===== src/rtl/wordbank4_demux_if.sv =====
// Write-side bus of the 4-entry register bank: buffered (sel, word) writes in,
// the four register values, update strobes and buffer occupancy out.
interface wordbank4_demux_if #(
  parameter int unsigned WIDTH = 16,
  parameter int unsigned DEPTH = 2
);
  localparam int unsigned CW = $clog2(DEPTH) + 1;

  logic             wr_valid;
  logic             wr_ready;
  logic [1:0]       wr_sel;
  logic [WIDTH-1:0] wr_data;
  logic             hold;
  logic             clear;
  logic [WIDTH-1:0] val0;
  logic [WIDTH-1:0] val1;
  logic [WIDTH-1:0] val2;
  logic [WIDTH-1:0] val3;
  logic [3:0]       upd;
  logic [CW-1:0]    count;

  modport master (
    output wr_valid, wr_sel, wr_data, hold, clear,
    input  wr_ready, val0, val1, val2, val3, upd, count
  );

  modport slave (
    input  wr_valid, wr_sel, wr_data, hold, clear,
    output wr_ready, val0, val1, val2, val3, upd, count
  );
endinterface


===== src/rtl/wordbank4_demux.sv =====
// Write-back stage of the 4-entry register bank: in-order write buffer draining one
// entry per cycle into four word registers that feed the 4:1 read mux.
module wordbank4_demux #(
  parameter int unsigned WIDTH = 16,
  parameter int unsigned DEPTH = 2
) (
  input logic              i_clk,
  input logic              i_rst,
  wordbank4_demux_if.slave wb
);

  localparam int unsigned PW = $clog2(DEPTH);
  localparam int unsigned CW = PW + 1;
  localparam logic [CW-1:0] DepthC = CW'(DEPTH);

  logic [1:0]       mem_sel_q  [DEPTH];
  logic [WIDTH-1:0] mem_data_q [DEPTH];
  logic [PW-1:0]    wr_ptr_q;
  logic [PW-1:0]    rd_ptr_q;
  logic [CW-1:0]    count_q;
  logic [WIDTH-1:0] val_q [4];
  logic [3:0]       upd_q;

  logic push;
  logic pop;
  logic ready;

  // Ready ignores any drain in the same cycle, so a full buffer never passes through.
  assign ready = !i_rst && !wb.clear && (count_q < DepthC);

  always_comb begin
    push = wb.wr_valid && ready;
    pop  = (count_q != '0) && !wb.hold && !wb.clear;
  end

  always_ff @(posedge i_clk or posedge i_rst) begin
    if (i_rst) begin
      for (int k = 0; k < DEPTH; k++) begin
        mem_sel_q[k]  <= '0;
        mem_data_q[k] <= '0;
      end
      for (int k = 0; k < 4; k++) begin
        val_q[k] <= '0;
      end
      wr_ptr_q <= '0;
      rd_ptr_q <= '0;
      count_q  <= '0;
      upd_q    <= '0;
    end else if (wb.clear) begin
      for (int k = 0; k < 4; k++) begin
        val_q[k] <= '0;
      end
      wr_ptr_q <= '0;
      rd_ptr_q <= '0;
      count_q  <= '0;
      upd_q    <= '0;
    end else begin
      if (push) begin
        mem_sel_q[wr_ptr_q]  <= wb.wr_sel;
        mem_data_q[wr_ptr_q] <= wb.wr_data;
        wr_ptr_q             <= wr_ptr_q + PW'(1);
      end
      if (pop) begin
        val_q[mem_sel_q[rd_ptr_q]] <= mem_data_q[rd_ptr_q];
        upd_q                      <= 4'b0001 << mem_sel_q[rd_ptr_q];
        rd_ptr_q                   <= rd_ptr_q + PW'(1);
      end else begin
        upd_q <= '0;
      end
      if (push && !pop) begin
        count_q <= count_q + CW'(1);
      end else if (pop && !push) begin
        count_q <= count_q - CW'(1);
      end
    end
  end

  assign wb.wr_ready = ready;
  assign wb.val0     = val_q[0];
  assign wb.val1     = val_q[1];
  assign wb.val2     = val_q[2];
  assign wb.val3     = val_q[3];
  assign wb.upd      = upd_q;
  assign wb.count    = count_q;

endmodule


===== src/flat_wrapper.sv =====
// flat-port wrapper written by rule: the top's interface ports become plain ports
module wordbank4_demux_flat 
#(
  parameter int unsigned WIDTH = 16,
  parameter int unsigned DEPTH = 2
)
  (i_clk, i_rst, wb_wr_valid, wb_wr_sel, wb_wr_data, wb_hold, wb_clear, wb_wr_ready, wb_val0, wb_val1, wb_val2, wb_val3, wb_upd, wb_count);
  wordbank4_demux_if #(.WIDTH(WIDTH), .DEPTH(DEPTH)) wb_i ();
  input logic i_clk;
  input logic i_rst;
  input wire logic [$bits(wb_i.wr_valid)-1:0] wb_wr_valid;
  input wire logic [$bits(wb_i.wr_sel)-1:0] wb_wr_sel;
  input wire logic [$bits(wb_i.wr_data)-1:0] wb_wr_data;
  input wire logic [$bits(wb_i.hold)-1:0] wb_hold;
  input wire logic [$bits(wb_i.clear)-1:0] wb_clear;
  output wire logic [$bits(wb_i.wr_ready)-1:0] wb_wr_ready;
  output wire logic [$bits(wb_i.val0)-1:0] wb_val0;
  output wire logic [$bits(wb_i.val1)-1:0] wb_val1;
  output wire logic [$bits(wb_i.val2)-1:0] wb_val2;
  output wire logic [$bits(wb_i.val3)-1:0] wb_val3;
  output wire logic [$bits(wb_i.upd)-1:0] wb_upd;
  output wire logic [$bits(wb_i.count)-1:0] wb_count;
  assign wb_i.wr_valid = wb_wr_valid;
  assign wb_i.wr_sel = wb_wr_sel;
  assign wb_i.wr_data = wb_wr_data;
  assign wb_i.hold = wb_hold;
  assign wb_i.clear = wb_clear;
  assign wb_wr_ready = wb_i.wr_ready;
  assign wb_val0 = wb_i.val0;
  assign wb_val1 = wb_i.val1;
  assign wb_val2 = wb_i.val2;
  assign wb_val3 = wb_i.val3;
  assign wb_upd = wb_i.upd;
  assign wb_count = wb_i.count;
  wordbank4_demux #(.WIDTH(WIDTH), .DEPTH(DEPTH)) u_core (.i_clk(i_clk), .i_rst(i_rst), .wb(wb_i));
endmodule

===== config.mk =====
export PLATFORM = sky130hd
export DESIGN_NAME = wordbank4_demux_flat
export DESIGN_NICKNAME = d
export VERILOG_FILES = /design/src/rtl/wordbank4_demux_if.sv /design/src/rtl/wordbank4_demux.sv /design/src/flat_wrapper.sv
export SDC_FILE = /design/constraint.sdc
export NUM_CORES = 1
export LEC_CHECK = 0
export CORE_MARGIN = 2
export CORE_UTILIZATION = 56
export CTS_CLUSTER_DIAMETER = 200
export DETAILED_ROUTE_END_ITERATION = 8
export MAX_ROUTING_LAYER = met4
export PLACE_DENSITY_LB_ADDON = 0.1
export SETUP_SLACK_MARGIN = 0.05
export SLEW_MARGIN = 20
export SYNTH_ARGS = -nofsm -noshare
export SYNTH_HDL_FRONTEND = slang
export SYNTH_SLANG_ARGS = --single-unit

===== constraint.sdc =====
create_clock -name i_clk -period 7.38 [get_ports i_clk]
set_input_delay 1.476 -clock i_clk [delete_from_list [all_inputs] [get_ports i_clk]]
set_output_delay 1.476 -clock i_clk [all_outputs]
set_load 0.005 [all_outputs]

# After elaboration in Yosys (flattened, before gate mapping)
# Index checks and enable logic that the tools add are counted.
[word_totals]
latchBits = 0
in_bits = 23
mem_bits_ro = 0
memories = 0
reg_bits = 108
output_inout_bits = 71
wordCells = 72
mem_bits_rw = 0
[op_classes]
n_lt_le_gt_ge = 6
n_reduce_logical = 19
n_mux = 26
n_div = 0
eq_ne = 0
n_bitwise = 4
mul = 0
add_sub_neg = 4
shifts = 1
[op_table]
columns = ["cell", "count"]
rows = [
  ["2-to-1 mux 64 bit", 2],
  ["2-to-1 mux 16 bit", 5],
  ["bitwise mux 64 bit", 1],
  ["bitwise mux 32 bit", 1],
  ["demux 16 bit (select 2 bit)", 1],
  ["demux 16 bit (select 1 bit)", 1],
  ["2-to-1 mux 2 bit", 7],
  ["logical AND 1 bit", 9],
  ["2-to-1 mux 4 bit", 2],
  ["nonzero test 2 bit", 3],
  ["zero test 1 bit", 5],
  ["bitwise mux 4 bit", 1],
  ["greater-or-equal comparator 2 bit (second input constant)", 2],
  ["2-to-1 mux 1 bit", 4],
  ["inverter 1 -> 2 bit", 2],
  ["<< shifter 1 x 2 -> 4 bit (first input constant)", 1],
  ["greater-or-equal comparator 3 bit (second input constant)", 1],
  ["less-than comparator 3 x 1 -> 1 bit (second input constant)", 1],
  ["inverter 2 -> 3 bit", 1],
  ["nonzero test 3 bit", 1],
  ["adder 1 bit (second input constant)", 2],
  ["adder 2 x 1 -> 2 bit (second input constant)", 1],
  ["demux 2 bit (select 1 bit)", 1],
  ["less-than comparator 2 x 1 -> 1 bit (second input constant)", 1],
  ["other kinds (4)", 4],
]

# Logic depth before layout (Yosys ltp)
# Gate-level depths: netlist of the first run.
[depth]
word_depth = 12
depth_mapped = 5
ltp_nobuf = 3

# Worst setup path before layout of the first run
# OpenSTA, ideal clock, no wires.
[synth_timing]
kind = "input to output"
start = "in wb_clear"
end = "out wb_wr_ready"
setup_slack_ps = 4012
n_path_buf = 1
path_stages = 2
t_arrival_ps = 1892
t_required_ps = 5904
cell_sequence = "buf_6 > nor3_1"
[synth_between]
elab_chain_cells = 3
[synth_rtl]
columns = ["element", "line_no", "text"]
rows = [
  ["start, declared", "flat_wrapper.sv:15", "input wire logic [$bits(wb_i.clear)-1:0] wb_clear;"],
  ["zero test 1 bit", "wordbank4_demux.sv:29", "assign ready = !i_rst && !wb.clear && (count_q < DepthC);"],
  ["logical AND 1 bit (2 in series)", "wordbank4_demux.sv:29", ""],
  ["end, declared", "flat_wrapper.sv:16", "output wire logic [$bits(wb_i.wr_ready)-1:0] wb_wr_ready;"],
]
# No other way between the ends.

# Worst setup path after layout of the first run
[layout_timing]
start = "in i_rst"
end = "out wb_wr_ready"
[layout_between]
elab_chain_cells = 3
[layout_rtl]
columns = ["element", "line_no", "text"]
rows = [
  ["start, declared", "flat_wrapper.sv:10", "input logic i_rst;"],
  ["zero test 1 bit (no line)", "n/a", ""],
  ["logical AND 1 bit (2 in series)", "wordbank4_demux.sv:29", ""],
]
# No other way between the ends.

==> impl_metrics.ini, run 1 <==
[critical_path]
cp_max_fo = 5
path_common_cell = clkdlybuf4s50_1
worstPathArrival_ps = 2870
critPathCaptureType = output port
cp.required_ps = 5900
critPathBufInv = 2
critPathTopFamily = buffers and inverters
critPathMaxStageDelay_ps = 570
crit_slowest_cell = clkdlybuf4s50_1
crit_type = in -> out
worstSetupStartpointType = primary input
crit_chain = clkdlybuf4s50_1, nor3_1, clkdlybuf4s50_1

[synth]
yosysWarnings = 0
synthCells = 357
synth_area_um2 = 4840
seq_area_frac_synth_pct = 55.9
synth_seq_cells = 108
synth_nets = 380
postSynthAreaPerCell_um2 = 13.6
synth_cell_types = 28

[global_routing]
grt_usage_pct = 21.2
first_global_vias = 3013
gr-total-overflow = 0
antenna_found_initial = 0
grt_pass1_wl_um = 15600
grt_max_degree = 91

[cells_and_area]
area_delta_synth_final_pct = 23.8
fin_area_um2 = 5990
layout_common_cells = 107 x dfrtp_1, 92 x clkdlybuf4s50_1, 81 x mux2i_1, 64 x nand2b_1, 29 x mux2_2
drive_gt1_share_pct = 18.1
antenna_cells = 0
final_common_cell = dfrtp_1
final_util_pct = 72.2
multiInputGateArea_um2 = 2010
fill_cells = 620
nets = 466
seq_area_um2 = 2700

[detailed_routing]
wl_per_cell_um = 16.9
dr.pass1.iters = 5
wl_met1_um = 4350
wl_met2_um = 4500
drc_errors = 0
first_iter_violations = 118
via_per_inst = 5.32
wl_met3_um = 329
routed_wl_um = 9310
dr.max_layer_used = met4
ant_nets = 0
vias = 2935

[floorplan]
die_h_um = 97.0
initial_utilization_pct = 58.3
die_w_um = 97.0
io-pin-count = 94
core_area_um2 = 8300
die_area_um2 = 9400
rows = 33

[power]
switching_share_pct = 24.7
pwr-share-seq_pct = 54.1
vdd_ir_drop_max_v = 0.000131
p_clk_share_pct = 30.3
powerDensity_nw_per_um2 = 210
p_leak_nw = 2.93
p_comb_share_pct = 15.6
finalPower_mw = 1.26
p_int_mw = 0.947
p_switching_mw = 0.311

[sta]
fin_ws_ps = 3030
tightestPinTransition_ps = 815
fin_crit_ps = 4350
drv_slew = 0
tns_ps = 0
rsz0062_at_grt = false
slew_headroom_pct = 45.7
fmax_ghz = 0.230
period_share_pct = 58.9
skew_ps = 10.5
hold_viol_final = 0
setup_viol = 0

[run_status]
status = finished clean

[clock_tree]
cts_tree = yes
cts_buffers = 9
worst_skew_pair.late_latency_ps = 360
clk_path_buf_depth = 2
cts_resized = 0
post-cts-setup-buffer-count = 0
cts_root_buffer = clkbuf_8
clock-sinks = 108
cts_hold_buf = 0
clkTransAtPathRegs_ps = 90
htree_levels = 3

[placement]
portBuffers = 93
post-dp-hpwl_um = 6310
pre_cts_slack_ps = 2820
detailed_place.area_um2 = 5780
gp_congestion = 0.825

[worst_hold_path]
hp-class = reg -> reg

[flow_run]
cap_violations = 0
registers in the layout (all words and copies together) (netlist names):
name	cells
u_core.rd_ptr_q	1
u_core.wb.val2	16
u_core.wr_ptr_q	1
u_core.wb.val1	16
u_core.wb.val0	16
u_core.wb.upd	4
u_core.mem_sel_q	4
u_core.wb.count	2
u_core.wb.val3	16
u_core.mem_data_q	32
kinds of logic after synthesis:
logic type	synth area share, %
xor+xnor	0.362
simple gates	13.5
buf+inv	2.69
compound gates	0.672
flops	55.9
mux	26.9
stage by stage:
stage               instances  hold WS, ps
floorplan                 357          479
global placement          537          488
detailed placement        537          494
CTS                       552          517
global route              552          523
finish                    552          512
cells in the mapped netlist:
library cell | number | area (µm²)
mux2_4 | 10 | 150
dfrtp_1 | 108 | 2700
nor2b_1 | 1 | 6.26
a21oi_1 | 2 | 10.0
nand3_2 | 5 | 50.1
mux2_2 | 29 | 327
nor3_1 | 5 | 25.0
buf_2 | 4 | 20.0
o21bai_1 | 1 | 7.51
xor2_1 | 1 | 8.76
buf_4 | 3 | 22.5
nand2_1 | 4 | 15.0
xnor2_1 | 1 | 8.76
mux2i_1 | 81 | 811
buf_6 | 3 | 33.8
inv_1 | 1 | 3.75
or2_2 | 16 | 100
or4b_4 | 1 | 13.8
nor2_8 | 1 | 20.0
mux2i_2 | 1 | 13.8
nand2b_1 | 64 | 400
nor2_1 | 2 | 7.51
o21ai_0 | 1 | 5.00
nor3b_1 | 1 | 7.51
o21ba_2 | 1 | 10.0
and3b_1 | 1 | 8.76
buf_12 | 1 | 20.0
clkbuf_1 | 8 | 30.0
per-layer routing:
layer | vias up | track usage, %
li1 | 1379 | -
met1 | 1470 | 30.5
met2 | 71 | 31.8
met3 | 15 | 2.75
met4 | 0 | 6.61
met5 | - | -
final cells by class:
cell class / count / share of cell area (%)
Inverter: 1 / 0.104
Multi-Input combinational cell: 229 / 33.5
Timing Repair Buffer: 94 / 15.6
Clock inverter: 4 / 1.25
Clock buffer: 11 / 2.19
Tap cell: 105 / 2.19
Sequential cell: 108 / 45.1
power by group through the flow:
stage          clock [mW]  sequential [mW]  combinational, mW
6_report            0.381            0.681              0.196
5_1_grt             0.406            0.690              0.215
4_1_cts             0.385            0.681              0.199
3_5_place_dp            0            0.693              0.198
3_3_place_gp            0            0.690              0.193
2_1_floorplan           0            0.681              0.140
worst paths after layout:
path / start / end / slack, ps / cells after the start
worst max register to register: u_core.rd_ptr_q / u_core.wb.val1[0] / 5170 / 3
min in group asynchronous: i_rst / u_core.mem_data_q[13] / 1610 / 2
worst max-delay path: i_rst / wb_wr_ready / 3030 / 3
max in group asynchronous: i_rst / u_core.rd_ptr_q / 4500 / 3
worst min register to register: u_core.mem_data_q[15] / u_core.mem_data_q[15] / 510 / 1
worst min-delay path: u_core.mem_data_q[15] / u_core.mem_data_q[15] / 510 / 1
Power figures use the tool's default switching activity.
==> run 2: changes to the inputs <==
CORE_UTILIZATION = 47   (was 56)
clock period = 3.53 ns   (was 7.38 ns; I/O delays follow)
==> impl_metrics.ini, run 2 (synthesis gave the netlist of run 1 again) <==
[critical_path]
critPathBufInv = 2
worstSetupStartpointType = primary input
cp.depth = 3
critPathCaptureType = output port
ff2ff_path_depth = 3
crit_type = in -> out
cp.required_ps = 2820
cp_max_fo = 5
worstPathArrival_ps = 2110
critPathMaxStageDelay_ps = 570
crit_chain = clkdlybuf4s50_1, nor3_1, clkdlybuf4s50_1
critPathTopFamily = buffers and inverters
path_common_cell = clkdlybuf4s50_1
crit_slowest_cell = clkdlybuf4s50_1

[detailed_routing]
vias = 2912
wl_per_cell_um = 16.7
via_per_inst = 4.97
dr.pass1.iters = 4
routed_wl_um = 9780
drc_errors = 0
first_iter_violations = 143
ant_nets = 0

[cells_and_area]
multiInputGateArea_um2 = 2010
nets = 468
top_register = u_core.mem_data_q
final-instance-count-excl-fill = 586
fill_cells = 843
final_common_cell = dfrtp_1
seq_area_um2 = 2700
largest_reg_flops = 32
drive_gt1_share_pct = 18.9
final_util_pct = 59.7
antenna_cells = 0
area_delta_synth_final_pct = 25.1
layout_common_cells = 108 x dfrtp_1, 92 x clkdlybuf4s50_1, 81 x mux2i_1, 64 x nand2b_1, 29 x mux2_2

[flow_run]
cap_violations = 0

[clock_tree]
post-cts-setup-buffer-count = 0
htree_levels = 3
clkTransAtPathRegs_ps = 100
cts_tree = yes
cts_root_buffer = clkbuf_8
cts_hold_buf = 0
clk_path_buf_depth = 2
clock-sinks = 108
worst_skew_pair.late_latency_ps = 370
cts_buffers = 9
cts_resized = 0

[placement]
gp_congestion = 0.769
post-dp-hpwl_um = 6430
placed_cells = 570
portBuffers = 93

[sta]
hold_viol_final = 0
skew_ps = 14.8
slew_headroom_pct = 44.6
whs_ps = 516
tns_ps = 0
fmax_ghz = 0.355
fin_crit_ps = 2810
period_share_pct = 79.7
drv_slew = 0
rsz0062_at_grt = false
setup_viol = 0
tightestPinTransition_ps = 831

[power]
p_comb_share_pct = 15.9
pwr-share-seq_pct = 54.0
p_leak_nw = 2.95
powerDensity_nw_per_um2 = 434
vdd_ir_drop_max_v = 0.000258
p_int_mw = 1.94
switching_share_pct = 26.1
p_clk_share_pct = 30.1
p_switching_mw = 0.687

[floorplan]
die_w_um = 105
die_area_um2 = 11100
die_h_um = 105
rows = 37
io-pin-count = 94
initial_utilization_pct = 47.7
core_area_um2 = 10100

[global_routing]
grt_max_degree = 109
antenna_found_initial = 0
grt_util_met3_pct = 2.66
grtUsageMet1_pct = 27.7
grt_usage_pct = 19.1
first_global_vias = 3015
use_met2_pct = 27.8
top_usage_layer = met2
gr-total-overflow = 0
grt_pass1_wl_um = 16100

[run_status]
status = finished clean

[worst_hold_path]
hp-class = reg -> reg
hold_depth = 1
==> run 2: area by class of cell <==
cell class                 count  area share, %
clock buffer                  10           2.27
sequential                   108           44.6
timing repair buffer          96           15.9
tap                          136           2.81
multi-input combinational    229           33.1
inverter                       1          0.124
clock inverter                 6           1.16
==> run 2: per-stage QoR <==
step	area (µm²)	setup slack, ps	total power, mW
6_report	6050	716	2.63
5_1_grt	6050	651	2.75
4_1_cts	6050	715	2.66
3_5_place_dp	5850	718	1.87
3_3_place_gp	5850	759	1.86
2_1_floorplan	4840	1390	1.72
==> run 2: path summary, 6_finish.rpt <==
check                                startpoint                   end  slack, ps
max                                       i_rst           wb_wr_ready        720
min                        u_core.mem_data_q[5]  u_core.mem_data_q[5]        520
max reg2reg                     u_core.rd_ptr_q    u_core.wb.val2[11]       1150
min reg2reg                u_core.mem_data_q[5]  u_core.mem_data_q[5]        520
max in group asynchronous                 i_rst   u_core.mem_sel_q[3]       2090
min in group asynchronous                 i_rst    u_core.wb.val3[12]        950
==> run 2: per-layer routing <==
metal / wire length [µm] / share of wire [%]
met4: 114 / 1.2
met1: 4920 / 50
met2: 4390 / 45
met5: 0 / 0
met3: 364 / 3.7
==> run 2: worst register-to-register path, stage by stage (launching register included) <==
cell     delay (ps)
dfrtp_1         900
mux2i_2         420
nand3_2         600
mux2i_1         370
==> run 2: power by group through the flow <==
stage          Combinational (mW)  Clock [mW]  Sequential, mW
3_5_place_dp                0.421           0            1.45
6_report                    0.417       0.790            1.42
2_1_floorplan               0.293           0            1.42
5_1_grt                     0.457       0.858            1.44
3_3_place_gp                0.414           0            1.44
4_1_cts                     0.423       0.812            1.42
==> run 3: changes to the inputs <==
clock period = 2.5 ns   (was 3.53 ns; I/O delays follow)
==> impl_metrics.ini, run 3 (synthesis gave the netlist of run 1 again) <==
[detailed_routing]
ant_nets = 0
wl_per_cell_um = 16.3
via_per_inst = 4.99
first_iter_violations = 124
dr.pass1.iters = 4
drc_errors = 0
routed_wl_um = 9670
vias = 2964

[global_routing]
grt_pass1_wl_um = 16000
first_global_vias = 3024
gr-total-overflow = 0
antenna_found_initial = 0
grt_max_degree = 88
grt_usage_pct = 19.1

[cells_and_area]
largest_reg_flops = 32
seq_area_um2 = 2700
layout_common_cells = 108 x dfrtp_1, 92 x clkdlybuf4s50_1, 81 x mux2i_1, 64 x nand2b_1, 29 x mux2_2
drive_gt1_share_pct = 20.3
nets = 477
multiInputGateArea_um2 = 2010
final_common_cell = dfrtp_1
fill_cells = 852
top_register = u_core.mem_data_q
antenna_cells = 0
area_delta_synth_final_pct = 26.6

[sta]
slew_headroom_pct = 55.9
setup_viol = 0
tns_ps = 0
drv_slew = 0
period_share_pct = 91.7
fmax_ghz = 0.436
fin_ws_ps = 209
skew_ps = 16.6
tightestPinTransition_ps = 662
fin_crit_ps = 2290
hold_viol_final = 0
rsz0062_at_grt = false

[floorplan]
io-pin-count = 94
die_area_um2 = 11100
rows = 37
initial_utilization_pct = 47.7
die_h_um = 105
die_w_um = 105
core_area_um2 = 10100

[power]
powerDensity_nw_per_um2 = 584
vdd_ir_drop_max_v = 0.000357
p_leak_nw = 2.98

[clock_tree]
cts_tree = yes
clock-sinks = 108
clk_path_buf_depth = 2
worst_skew_pair.late_latency_ps = 370
cts_buffers = 9
cts_resized = 0
post-cts-setup-buffer-count = 0
cts_root_buffer = clkbuf_8
htree_levels = 3
clkTransAtPathRegs_ps = 90
cts_hold_buf = 0

[critical_path]
reg2reg_to = u_core.mem_data_q[25]
cp.required_ps = 2000
rrSetupSlack_ps = 710
startpoint = i_rst
worstPathArrival_ps = 1790
critPathMaxStageDelay_ps = 570
critPathCaptureType = output port
crit_slowest_cell = clkdlybuf4s50_1
crit_type = in -> out
worstSetupStartpointType = primary input
crit_chain = clkdlybuf4s50_1, nor3_1, clkdlybuf4s50_1
endpoint = wb_wr_ready
ff2ff_path_depth = 4
path_common_cell = clkdlybuf4s50_1
r2r_start = u_core.wb.count[1]
cp_max_fo = 3

[flow_run]
cap_violations = 0

[worst_hold_path]
hp-class = in -> reg
hp-start = wb_clear

[placement]
gp_congestion = 0.747
portBuffers = 93
post-dp-hpwl_um = 6710
pre_cts_slack_ps = 161

[run_status]
status = finished clean
==> run 3: cell count changes in the layout (fill, tap and decap cells not counted) <==
cell	previous run	this run
buf_4	2	8
buf_12	1	4
inv_6	2	0
bufinv_16	1	0
clkbuf_8	10	9
clkinv_4	2	3
clkinvlp_4	1	2
inv_8	0	1
==> run 3: area by class of cell <==
cell class / instances / area share, %
timing repair buffer: 105 / 17.4
sequential: 108 / 44.1
multi-input combinational: 229 / 32.7
inverter: 1 / 0.123
clock inverter: 6 / 0.817
clock buffer: 9 / 2.02
tap: 136 / 2.78
==> run 3: report_power, final <==
part | internal, mW | leakage [nW] | switching [mW]
sequential | 1.91 | 1.45 | 0.0984
clock | 0.368 | 0.0872 | 0.600
combinational | 0.346 | 1.45 | 0.262
total | 2.62 | 2.98 | 0.960
==> run 3: worst max-delay path: cells and delay by family <==
family / cells / cell delay [ps]
buffers and inverters: 2 / 1010
and+or+nand+nor: 1 / 280
==> run 3: worst min-delay path by stage <==
stage                            end  cells past startpoint
2_1_floorplan   u_core.mem_data_q[0]                      1
3_3_place_gp   u_core.mem_data_q[13]                      1
3_5_place_dp    u_core.mem_data_q[6]                      1
4_1_cts              u_core.wr_ptr_q                      2
5_1_grt              u_core.wr_ptr_q                      2
6_report             u_core.wr_ptr_q                      2
==> run 3: routing by layer <==
layer | wire length (µm) | up-vias | global-route usage (%)
met5 | 0 | - | -
met4 | 123 | 0 | 6.57
met3 | 378 | 11 | 2.84
met2 | 4460 | 66 | 28.2
met1 | 4710 | 1484 | 27.0
li1 | - | 1403 | -
==> run 3: per-stage QoR <==
step                      util, %  cell area [µm²]  hold WS [ps]  std cells  power, mW
after floorplan                 -             4840           479        357       2.43
after global placement       58.7             5950           489        579       2.64
after detailed placement     58.7             5950           496        579       2.66
after CTS                    60.4             6130           319        594       3.62
after global routing         60.4             6130           331        594       3.76
final                        60.4             6130           331        594       3.58
